`config.mk`:
```
export PLATFORM = sky130hd
export DESIGN_NAME = display_scheduler
export DESIGN_NICKNAME = d
export VERILOG_FILES = /design/src/rtl/display_scheduler.sv
export SDC_FILE = /design/constraint.sdc
export NUM_CORES = 1
export LEC_CHECK = 0
export CELL_PAD_IN_SITES_DETAIL_PLACEMENT = 0
export CELL_PAD_IN_SITES_GLOBAL_PLACEMENT = 2
export CORE_MARGIN = 3
export CORE_UTILIZATION = 29
export CTS_BUF_LIST = sky130_fd_sc_hd__clkbuf_16
export CTS_CLUSTER_DIAMETER = 100
export CTS_CLUSTER_SIZE = 20
export DETAILED_ROUTE_END_ITERATION = 12
export PLACE_DENSITY_LB_ADDON = 0.1
export SYNTH_ARGS = -nofsm -noshare
export SYNTH_HDL_FRONTEND = slang
export SYNTH_SLANG_ARGS = --single-unit
```
`constraint.sdc`:
```
create_clock -name clk -period 3.3 [get_ports clk]
set_input_delay 0.33 -clock clk [delete_from_list [all_inputs] [get_ports clk]]
set_output_delay 0.33 -clock clk [all_outputs]
set_load 0.05 [all_outputs]
```
`src/rtl/display_scheduler.sv`:
```
// display_scheduler: round-robin owner of a 7-segment display, showing hex directly
// or a value sent through an external binary-to-BCD converter.
module display_scheduler #(
  parameter int N           = 16,
  parameter int NREQ        = 4,
  parameter int HOLD_CYCLES = 50_000_000,
  parameter int TIMEOUT     = 64
) (
  input  logic              clk,
  input  logic              reset,
  input  logic [NREQ-1:0]   req,
  input  logic [NREQ*N-1:0] req_data,
  input  logic [NREQ-1:0]   req_fmt,
  output logic [NREQ-1:0]   grant,
  output logic              conv_trigger,
  output logic [31:0]       conv_in,
  input  logic              conv_idle,
  input  logic [31:0]       conv_bcd,
  output logic [31:0]       disp_digits,
  output logic              busy,
  output logic              err
);
  localparam int PW = (NREQ > 1) ? $clog2(NREQ) : 1;
  localparam int HW = $clog2(HOLD_CYCLES + 1);
  localparam int TW = $clog2(TIMEOUT + 1);
  typedef enum logic [1:0] {IDLE, CONV, WAIT, SHOW} state_t;
  state_t state;
  logic [PW-1:0] ptr, pick, idx;
  logic pick_any, arb, hex_pend;
  logic [N-1:0] lat, pdata;
  logic [HW-1:0] hold;
  logic [TW-1:0] wcnt;
  // scan downwards so the requester closest after the pointer wins
  always_comb begin
    pick = '0;
    idx = '0;
    pick_any = 1'b0;
    for (int i = NREQ - 1; i >= 0; i--) begin
      idx = PW'((int'(ptr) + i) % NREQ);
      if (req[idx]) begin
        pick = idx;
        pick_any = 1'b1;
      end
    end
  end
  assign pdata = N'(req_data >> (pick * N));
  assign arb = state == IDLE || (state == SHOW && hold == '0);
  assign busy = state == CONV || state == WAIT;
  always_ff @(posedge clk or negedge reset) begin
    if (!reset) begin
      state <= IDLE;
      grant <= '0;
      disp_digits <= '0;
      conv_in <= '0;
      conv_trigger <= 1'b0;
      err <= 1'b0;
      hold <= '0;
      ptr <= '0;
      wcnt <= '0;
      lat <= '0;
      hex_pend <= 1'b0;
    end else begin
      conv_trigger <= 1'b0;
      hex_pend <= 1'b0;
      if (hex_pend) disp_digits <= 32'(lat);
      if (arb && pick_any) begin
        grant <= NREQ'(1) << pick;
        ptr <= pick == PW'(NREQ - 1) ? '0 : pick + 1'b1;
        lat <= pdata;
        if (req_fmt[pick]) begin
          state <= CONV;
          conv_trigger <= 1'b1;
          conv_in <= 32'(pdata);
        end else begin
          state <= SHOW;
          hex_pend <= 1'b1;
          hold <= HW'(HOLD_CYCLES - 1);
        end
      end else begin
        case (state)
          CONV: begin
            state <= WAIT;
            wcnt <= '0;
          end
          WAIT: begin
            if (wcnt != '0 && conv_idle) begin
              disp_digits <= conv_bcd;
              state <= SHOW;
              hold <= HW'(HOLD_CYCLES - 1);
            end else if (wcnt == TW'(TIMEOUT - 1)) begin
              err <= 1'b1;
              disp_digits <= 32'hEEEE_EEEE;
              state <= SHOW;
              hold <= HW'(HOLD_CYCLES - 1);
            end else begin
              wcnt <= wcnt + 1'b1;
            end
          end
          SHOW: begin
            if (hold == '0) state <= IDLE;
            else hold <= hold - 1'b1;
          end
          default: ;
        endcase
      end
    end
  end
endmodule

```
* After elaboration in Yosys (flattened, before gate mapping)
Cells that the tools add are included.
Operators by class: add/sub/neg operators 6, equality and inequality tests 11, reduce and logical (&&, ||, !) cells 16, muxes and demuxes 43, shift operators 2, magnitude comparators 5, bitwise logic cells 2
Operators with widths (number):
- two-way mux 32 bit | 5
- two-way mux 26 bit | 5
- >> shifter 64 x 6 -> 16 bit | 1
- one-hot mux 26 bit (2 select lines) | 1
- logical NOT 26 bit | 1
- subtractor 26 x 1 -> 26 bit, second input constant | 1
- two-way mux 2 bit | 10
- less-than comparator 2 x 3 -> 1 bit, second input constant | 5
- two-way mux 7 bit | 2
- one-hot mux 7 bit (2 select lines) | 1
- two-way mux 1 bit | 13
- AND reduction 4 bit | 3
- binary-select mux 1 bit (select 2 bit) | 5
- adder 7 x 1 -> 7 bit, second input constant | 1
- == test 7 x 6 -> 1 bit, second input constant | 1
- nonzero test 7 bit | 1
- == test 2 bit, second input constant | 3
- inequality test 2 bit, second input constant | 3
- one-hot mux 2 bit (3 select lines) | 1
- adder 2 x 1 -> 2 bit, second input constant | 2
- adder 2 bit, second input constant | 2
- inequality test 4 x 1 -> 1 bit, second input constant | 1
- nonzero test 4 bit | 1
- << shifter 1 x 2 -> 4 bit, first input constant | 1
- 11 further kinds | 15
Word-level totals: output and inout port bits 71, bits of input ports 107, logic and storage cells 96, register bits after elaboration 108

* Longest topological paths before layout
Gate-level depths: netlist of the first run.
word-level depth 11, depth in mapped cells 11, depth with buffers taken out 8

* Worst setup path after synthesis of the first run
OpenSTA, ideal clock, no wires.
path kind flip-flop to flip-flop, start point register hold[17], end point register conv_in[0], setup time 0.079 ns, clock period less this slack 2.572 ns, setup slack 0.728 ns, buffers on the path 3, cell stages (with the launch flop) 10, arrival 2.493 ns, cells stage by stage dfrtp_1 buf_6 or4_1 nor2_4 a41oi_2 or2_0 buf_2 nor3_4 buf_6 mux2i_1
On the way: word-level cells in the longest chain between the ends 5
Ends and longest elaborated chain:
- from (decl) | line 31 | logic [HW-1:0] hold;
- from (signal assigned) | line 77 | hold <= HW'(HOLD_CYCLES - 1);
- from (signal assigned) | line 89 | hold <= HW'(HOLD_CYCLES - 1);
- from (signal assigned) | line 94 | hold <= HW'(HOLD_CYCLES - 1);
- logical NOT 26 bit | line 47 | assign arb = state == IDLE || (state == SHOW && hold == '0);
- logical AND 1 bit | line 47
- logical OR 1 bit | line 47
- logical AND 1 bit | line 66 | if (arb && pick_any) begin
- AND reduction 2 bit (no source line)
- to (signal assigned) | line 73 | conv_in <= 32'(pdata);
- to (decl) | line 16 | output logic [31:0] conv_in,
No other way between the ends. A chain may end at the register's enable or synchronous reset.

* Worst setup path in the final report of the first run
start point register hold[0], end point register conv_in[12]
The elaborated chain is that of the path after synthesis.

==> metrics.yaml, run 1 <==
status: "finished clean"
grt_pass1_wl_um: 29600
wl_met2_um: 8980
cts_buffers: 9
diodes: 0
fillers: 2059
port_buffers: 161
drt_iter0_drc: 251
tns_ns: 0
grt_antenna_before_repair: 2
cp.required_ns: 3.58
grt_usage: 0.165
vias: 5213
drive_above_1_share: 0.0881
postCtsSetupRepairBufs: 0
viasPerCell: 5.00
drv_slew: 0
ys.flop_type: "dfrtp_1"
maxCapViolations: 0
placedCellCount: 1025
hold_ws_ns: 0.483
crit_path_end_kind: "register"
finalCriticalPeriod_ns: 2.98
rsz0062_at_grt: "no"
clock_sinks: 108
yosysSeqAreaShare: 0.439
final_cells: 1042
postRouteAntennaNets: 0
fp.dieH_um: 152
r2r_setup_slack_ns: 0.32
synth_warnings: 0
clk_pin_slew_worst_paths_ns: 0.08
grt_pass1_vias: 5349
crit_type: "register to register"
core_mm2: 0.0206
boundaryPins: 178
slew_headroom: 0.374
top_layer: "met5"
start_kind: "register"
power_density_mw_per_mm2: 965
avgRoutedWirePerCell_um: 17.8
routed-wl-met3_um: 1590
finalHoldViolations: 0
overflow: 0
yosysUniqueCellTypes: 61
timing.fmax_mhz: 336
clockRootBuffer: "clkbuf_16"
p_total_mw: 8.03
synthCells: 620
grt_max_degree: 68
tightest_slew_ns: 0.939
gp_congestion: 0.744
clk_path_buf_depth: 2
synth_async_sr_flop_share: 1.00
r2r_cells: 9
cts_tree: "done"
cts.htree.levels: 3
multi_input_area_mm2: 0.00306
irDropWorstVdd_uv: 460
start_util: 0.300
dr.pass1.iters: 4
clock_latency_ns: 0.36
wirelength_um: 18600
rows: 52
setup_viol: 0
hold_path_end: "lat[8]"
drc: 0
r2r_end: "conv_in[12]"
reg2reg_from: "hold[0]"
areaGrowthSynthToFinish_pct: 35.2
fp.dieW_um: 152
synth_area_per_cell_um2: 9.93
cts_resized: 0
ys_ff_latch: 108
p_leak_nw: 3.59
register_area_mm2: 0.00270
skew_ns: 0.00786
crit_path_max_fanout: 29
syn_area_mm2: 0.00616
hold_depth: 2
worstPathArrival_ns: 3.25
synth_edf_count: 0
dp_hpwl_um: 13600
period_share: 0.902
hold_class: "register to register"
dieArea_mm2: 0.0230
worstHoldStart: "lat[8]"
nets: 886
met1_length_um: 7780
==> cell usage after synthesis (all sizes together), types with 7 or more instances <==
cell type | n | area, um^2
nor3 | 18 | 101
clkbuf | 23 | 86.3
mux2 | 20 | 225
nand2 | 60 | 225
a2bb2oi | 24 | 210
nor4 | 16 | 100
buf | 34 | 234
nor2 | 31 | 126
dfrtp | 108 | 2700
and3 | 10 | 62.6
mux2i | 61 | 611
inv | 42 | 158
a221o | 7 | 70.1
nand3 | 8 | 40.0
o2bb2ai | 14 | 123
a311oi | 7 | 61.3
or4 | 9 | 71.3
o21ai | 35 | 175
ha | 12 | 150
==> worst max-delay path, cell delays in order, from the launching register on <==
cell and delay, ns:
dfrtp_1 0.43, inv_1 0.10, ha_1 0.13, nor4b_1 0.41, nor3b_1 0.42, a41oi_2 0.20
or2_2 0.45, nor3_4 0.28, buf_12 0.25, mux2i_1 0.22
==> layout by cell type (no fill, tap or decap), types with 7 or more instances in the layout <==
master           count
clkbuf_16            9
a2bb2oi_1           24
ha_1                12
o21ai_0             35
or4_1                8
mux2_2              20
nor2_1              29
nand3_1              8
nor4_1              16
and3_1              10
a221o_1              7
nand2_1             59
dfrtp_1            108
clkdlybuf4s50_1    160
buf_4               14
conb_1              16
nor3_1              17
inv_1               42
a311oi_1             7
o2bb2ai_1           14
mux2i_1             61
==> worst max path at each step <==
stage,start,end,cells after the start
after floorplan,hold[17],conv_in[0],9
after global placement,req[0],hold[12],8
after detailed placement,hold[0],conv_in[5],9
after CTS,hold[0],conv_in[12],9
after global routing,hold[0],conv_in[12],9
final,hold[0],conv_in[12],9
==> cell type report <==
class                      instances  share of cell area
timing repair buffer             178               0.213
clock buffer                       9              0.0271
clock inverter                     7             0.00767
multi-input combinational        428               0.368
sequential                       108               0.325
tap                              270              0.0406
inverter                          42              0.0189
==> report_power, final <==
part	switching (mW)	internal, mW	leakage [nW]	total [mW]
Sequential	0.455	1.87	1.25	2.33
Combinational	2.92	1.69	2.20	4.61
Clock	0.560	0.534	0.144	1.09
==> sequential cells by signal (all words and copies together), names as in the netlist <==
name          count
state             2
hex_pend          1
lat              16
conv_trigger      1
err               1
disp_digits      32
ptr               2
hold             26
wcnt              7
grant             4
conv_in          16
==> layer usage <==
metal | GRT usage | vias to the layer above
li1 | - | 2542
met1 | 0.209 | 2510
met2 | 0.264 | 140
met3 | 0.0702 | 17
met4 | 0.0337 | 4
met5 | 0 | -
==> logic make-up after synthesis <==
| group | share of synthesized area |
|---|---|
| buf+inv | 0.0776 |
| mux | 0.136 |
| fa+ha+maj | 0.0244 |
| other cells | 0.000609 |
| simple gates | 0.146 |
| flops | 0.439 |
| compound gates | 0.177 |
==> stage by stage <==
stage | util | setup WS [ns] | area, um^2
6_report | 0.405 | 0.323 | 8320
5_1_grt | 0.405 | 0.00415 | 8320
3_3_place_gp | 0.390 | 0.437 | 8030
4_1_cts | 0.405 | 0.325 | 8320
2_1_floorplan | - | 0.728 | 6210
3_5_place_dp | 0.390 | 0.323 | 8030
==> repair_timing <==
item | 4_1_cts | 5_1_grt
hold buffers | 1 | 0
endpoints found under the hold margin | 11 | 0
endpoints found under the setup margin | 0 | 0
Note: power is estimated with default switching activity, not from simulation.
==> inputs of run 2 (changes only) <==
- CTS_BUF_LIST: sky130_fd_sc_hd__clkbuf_16 -> sky130_fd_sc_hd__clkbuf_4 sky130_fd_sc_hd__clkbuf_8 sky130_fd_sc_hd__clkbuf_16
==> metrics.yaml, run 2 (synthesis gave the netlist of run 1 again) <==
status: "finished clean"
cp.buffers_inverters: 2  # unchanged
reg_top3: "disp_digits (32), hold (26)"
clk_path_buf_depth: 2  # unchanged
fp.dieW_um: 152  # unchanged
areaGrowthSynthToFinish_pct: 35.3
worstSetupPathDepth: 9  # unchanged
start_kind: "register"
clockRootBuffer: "clkbuf_16"
rows: 52  # unchanged
hold_class: "register to register"
cts_buffers: 9  # unchanged
drt_iter0_drc: 242  # -3.6%
grt_usage: 0.165  # unchanged
wirelength_um: 18600  # -0.13%
finalHoldViolations: 0  # unchanged
drc: 0  # unchanged
viasPerCell: 5.01  # +0.12%
fillers: 2057  # -0.097%
nets: 886  # unchanged
drv_slew: 0  # unchanged
largest_reg_flops: 32  # unchanged
finalCriticalPeriod_ns: 2.95  # -0.0252 ns
grt_antenna_before_repair: 2  # unchanged
use_met2: 0.264  # about the same
slew_headroom: 0.377  # +0.00332
maxCapViolations: 0  # unchanged
period_share: 0.895  # -0.00764
fp.dieH_um: 152  # unchanged
postRouteAntennaNets: 0  # unchanged
cts.htree.levels: 3  # unchanged
core_mm2: 0.0206  # unchanged
reg2reg_from: "hold[0]"
r2r_cells: 9  # unchanged
register_area_mm2: 0.00270  # unchanged
overflow: 0  # unchanged
cp_slowest_cell: "or2_2"
skew_ns: 0.00964  # +0.00178 ns
diodes: 0  # unchanged
rsz0062_at_grt: "no"
cts-hold-fix-buffers: 1  # unchanged
hold_depth: 2  # unchanged
timing.fmax_mhz: 339  # +0.85%
clock_latency_ns: 0.36  # about the same
met1_usage: 0.210  # +0.000747
dp_hpwl_um: 13600  # unchanged
dr.pass1.iters: 4  # unchanged
grt_max_degree: 68  # unchanged
dieArea_mm2: 0.0230  # unchanged
largest_register: "disp_digits"
worstPathArrival_ns: 3.23  # -0.02 ns
max_stage_delay_ns: 0.45  # about the same
worstPathCellList: "inv_1, ha_1, nor4b_1, nor3b_1, a41oi_2, or2_2, nor3_4, buf_12, mux2i_1"
crit_path_end_kind: "register"
most-common-layout-cells: "clkdlybuf4s50_1, dfrtp_1, mux2i_1, nand2_1, inv_1"
boundaryPins: 178  # unchanged
final_util: 0.405  # +0.000487
vias: 5219  # +0.12%
grt_pass1_wl_um: 29600  # about the same
crit_type: "register to register"
cp_top_family: "simple AND/OR/NAND/NOR gates"
tightest_slew_ns: 0.934  # -0.00498 ns
power_density_mw_per_mm2: 966  # +0.16%
crit_path_max_fanout: 29  # unchanged
p_leak_nw: 3.60  # +0.16%
drive_above_1_share: 0.0894  # +0.00130
port_buffers: 161  # unchanged
avgRoutedWirePerCell_um: 17.8  # -0.13%
irDropWorstVdd_uv: 461  # about the same
cts_tree: "done"
worstHoldStart: "lat[8]"
cts_resized: 0  # unchanged
setup_viol: 0  # unchanged
multi_input_area_mm2: 0.00306  # unchanged
cp.required_ns: 3.57  # about the same
start_util: 0.300  # unchanged
grt_most_used_layer: "met2"
final_common_cell: "clkdlybuf4s50_1"
clock_sinks: 108  # unchanged
clk_pin_slew_worst_paths_ns: 0.08  # about the same
postCtsSetupRepairBufs: 0  # unchanged
grt_pass1_vias: 5341  # -0.15%
tns_ns: 0  # unchanged
gp_congestion: 0.744  # unchanged
crit_start: "hold[0]"
globalRouteMet3Util: 0.0702  # unchanged
==> run 2: per-layer routing <==
| layer | vias up | share of wire |
|---|---|---|
| met1 | 2521 | 0.42 |
| met3 | 15 | 0.086 |
| met4 | 4 | 0.011 |
| li1 | 2540 | - |
| met5 | - | 0.0011 |
| met2 | 139 | 0.48 |
==> run 2: power breakdown <==
| part | internal (mW) | switching, mW | leakage, nW |
|---|---|---|---|
| sequential | 1.87 | 0.455 | 1.25 |
| combinational | 1.69 | 2.92 | 2.20 |
| clock | 0.558 | 0.562 | 0.149 |
| total | 4.12 | 3.93 | 3.60 |
==> run 2: final cells by class <==
cell class                 instances  share of cell area
tap                              270              0.0405
inverter                          42              0.0189
multi-input combinational        428               0.367
sequential                       108               0.324
clock buffer                      10              0.0287
timing repair buffer             178               0.213
clock inverter                     6             0.00721
==> run 2: metrics by stage <==
stage	power [mW]	worst slack (ns)	instance area (um^2)	cells	hold slack [ns]
detailed placement	7.01	0.323	8030	1025	0.382
CTS	8.16	0.325	8330	1042	0.488
global route	8.62	0.00414	8330	1042	0.507
floorplan	5.39	0.728	6210	635	0.0344
global placement	6.95	0.437	8030	1025	0.376
finish	8.05	0.348	8330	1042	0.483
==> run 2: final timing paths <==
| check | to | slack [ns] |
|---|---|---|
| setup / recovery | conv_in[12] | 0.35 |
| hold / removal | lat[8] | 0.48 |
| setup reg to reg | conv_in[12] | 0.35 |
| hold reg to reg | lat[8] | 0.48 |
| max in group asynchronous | disp_digits[14] | 2.02 |
| min in group asynchronous | hold[24] | 0.51 |
==> run 2: tightest hold or removal path, stage by stage, from the launching register on <==
cell and delay (ns):
dfrtp_1 0.35, nand2_1 0.04, o21ai_0 0.06
==> inputs of run 3 (changes only) <==
- CORE_MARGIN: 3 -> 4
- SKIP_LAST_GASP: unset -> 1
==> metrics.yaml, run 3 (synthesis gave the netlist of run 1 again) <==
clk_pin_slew_worst_paths_ns: 0.08  # about the same
cp_slowest_cell: "or2_2"
tns_ns: 0  # unchanged
r2r_cells: 9  # unchanged
status: "complete, but fails checks"
finalHoldViolations: 21  # +21
fin_ws_ns: 0.283  # -0.0646 ns
drv_slew: 0  # unchanged
cts_resized: 0  # unchanged
crit_path_end_kind: "register"
violations: "hold timing"
pwr-share-clk: 0.134  # -0.005
port_buffers: 161  # unchanged
p_leak_nw: 3.59  # about the same
worstPathCellList: "inv_1, ha_1, nor4b_1, nor3b_1, a41oi_2, or2_2, nor3_4, buf_12, mux2i_1"
power.internal_mw: 4.11  # -0.23%
most-common-layout-cells: "clkdlybuf4s50_1, dfrtp_1, mux2i_1, nand2_1, inv_1"
gp_congestion: 0.785  # +5.5%
grt_antenna_before_repair: 0  # -2
overflow: 0  # unchanged
worstPathArrival_ns: 3.30  # +0.07 ns
viasPerCell: 5.01  # about the same
wirelength_um: 18900  # +2.0%
fp.dieH_um: 154  # +1.3%
irDropWorstVdd_uv: 547  # +19%
hold_class: "input port to asynchronous set/reset pin"
crit_path_max_fanout: 29  # unchanged
largest_reg_flops: 32  # unchanged
diodes: 0  # unchanged
seqPwrFrac: 0.289  # about the same
timing.fmax_mhz: 332  # -2.1%
boundaryPins: 178  # unchanged
core_mm2: 0.0210  # +1.9%
clockRootBuffer: "clkbuf_16"
p_total_mw: 8.06  # about the same
fp.dieW_um: 154  # +1.3%
max_stage_delay_ns: 0.48  # +0.03 ns
dr.pass1.iters: 4  # unchanged
switching_power_mw: 3.95  # +0.33%
dieArea_mm2: 0.0236  # +2.7%
cp_top_family: "simple AND/OR/NAND/NOR gates"
rows: 53  # +1.9%
drt_iter0_drc: 178  # -26%
drc: 0  # unchanged
slew_headroom: 0.400  # +0.0225
start_kind: "register"
r2r_setup_slack_ns: 0.28  # -0.06 ns
crit_type: "register to register"
cts_tree: "done"
reg2reg_from: "hold[0]"
hold_ws_ns: -0.0105  # -0.494 ns
cp.required_ns: 3.59  # +0.02 ns
r2r_end: "conv_in[5]"
grt_max_degree: 64  # -5.9%
swShare: 0.490  # +0.00139
cp.buffers_inverters: 2  # unchanged
drive_above_1_share: 0.0918  # +0.00247
start_util: 0.294  # -0.00565
cts-hold-fix-buffers: 0  # -1
cts.htree.levels: 3  # unchanged
setup_viol: 0  # unchanged
skew_ns: 0.00995  # +0.000304 ns
grt_pass1_wl_um: 30000  # +1.3%
vias: 5252  # +0.63%
avgRoutedWirePerCell_um: 18.1  # +1.4%
postRouteAntennaNets: 0  # unchanged
largest_register: "disp_digits"
postCtsSetupRepairBufs: 0  # unchanged
period_share: 0.914  # +0.0196
dp_hpwl_um: 13700  # +0.74%
final_util: 0.398  # -0.00759
final_common_cell: "clkdlybuf4s50_1"
finalCriticalPeriod_ns: 3.02  # +0.0646 ns
pre_cts_slack_ns: 0.317  # -0.00657 ns
tightest_slew_ns: 0.900  # -0.0338 ns
maxCapViolations: 0  # unchanged
reg_top3: "disp_digits (32), hold (26)"
rsz0062_at_grt: "no"
p_comb_frac: 0.577  # +0.005
areaGrowthSynthToFinish_pct: 35.4  # about the same
clock_latency_ns: 0.36  # about the same
grt_usage: 0.158  # -0.00727
grt_pass1_vias: 5416  # +1.4%
clk_path_buf_depth: 2  # unchanged
power_density_mw_per_mm2: 966  # about the same
fillers: 2106  # +2.4%
cts_buffers: 9  # unchanged
nets: 887  # +0.11%
clock_sinks: 108  # unchanged
run 3: changes by cell type in the layout (fill, tap and decap cells not counted), sizes merged:
cell	before	now
clkinvlp	0	1
inv	47	45
dlygate4sd3	1	0
clkinv	1	2
buf	17	19
run 3: power groups by stage:
stage | registers (mW) | logic (mW) | clock network [mW]
after floorplan | 3.26 | 2.13 | 0
after global placement | 2.33 | 4.64 | 0
after detailed placement | 2.34 | 4.70 | 0
after CTS | 2.33 | 4.72 | 1.13
after global routing | 2.41 | 5.02 | 1.19
final | 2.33 | 4.65 | 1.08
run 3: layout make-up:
cell class,count,area (um^2),share of cell area
Multi-Input combinational cell,428,3060,0.367
Sequential cell,108,2700,0.324
Timing Repair Buffer,179,1780,0.214
Tap cell,275,344,0.0413
Clock buffer,10,233,0.0279
Inverter,42,158,0.0189
Clock inverter,6,56.3,0.00675
run 3: worst max path at each step:
stage          cells past startpoint              end  startpoint
5_1_grt                            9  disp_digits[24]     hold[1]
3_5_place_dp                       6         hold[13]      req[0]
3_3_place_gp                       6         hold[12]      req[0]
4_1_cts                            9  disp_digits[20]     hold[1]
6_report                           9       conv_in[5]     hold[0]
2_1_floorplan                      9       conv_in[0]    hold[17]
run 3: routing by layer:
layer	track usage	up-vias	wire (um)	share of wire
met1	0.207	2572	8570	0.45
met5	0	-	0	0
li1	-	2543	-	-
met4	0.0341	0	239	0.013
met3	0.0602	15	1380	0.073
met2	0.249	122	8740	0.46
run 3: through the flow:
| stage | std cells | area [um^2] |
|---|---|---|
| 6_report | 1048 | 8340 |
| 5_1_grt | 1048 | 8340 |
| 4_1_cts | 1048 | 8340 |
| 3_5_place_dp | 1032 | 8050 |
| 3_3_place_gp | 1032 | 8050 |
| 2_1_floorplan | 635 | 6210 |
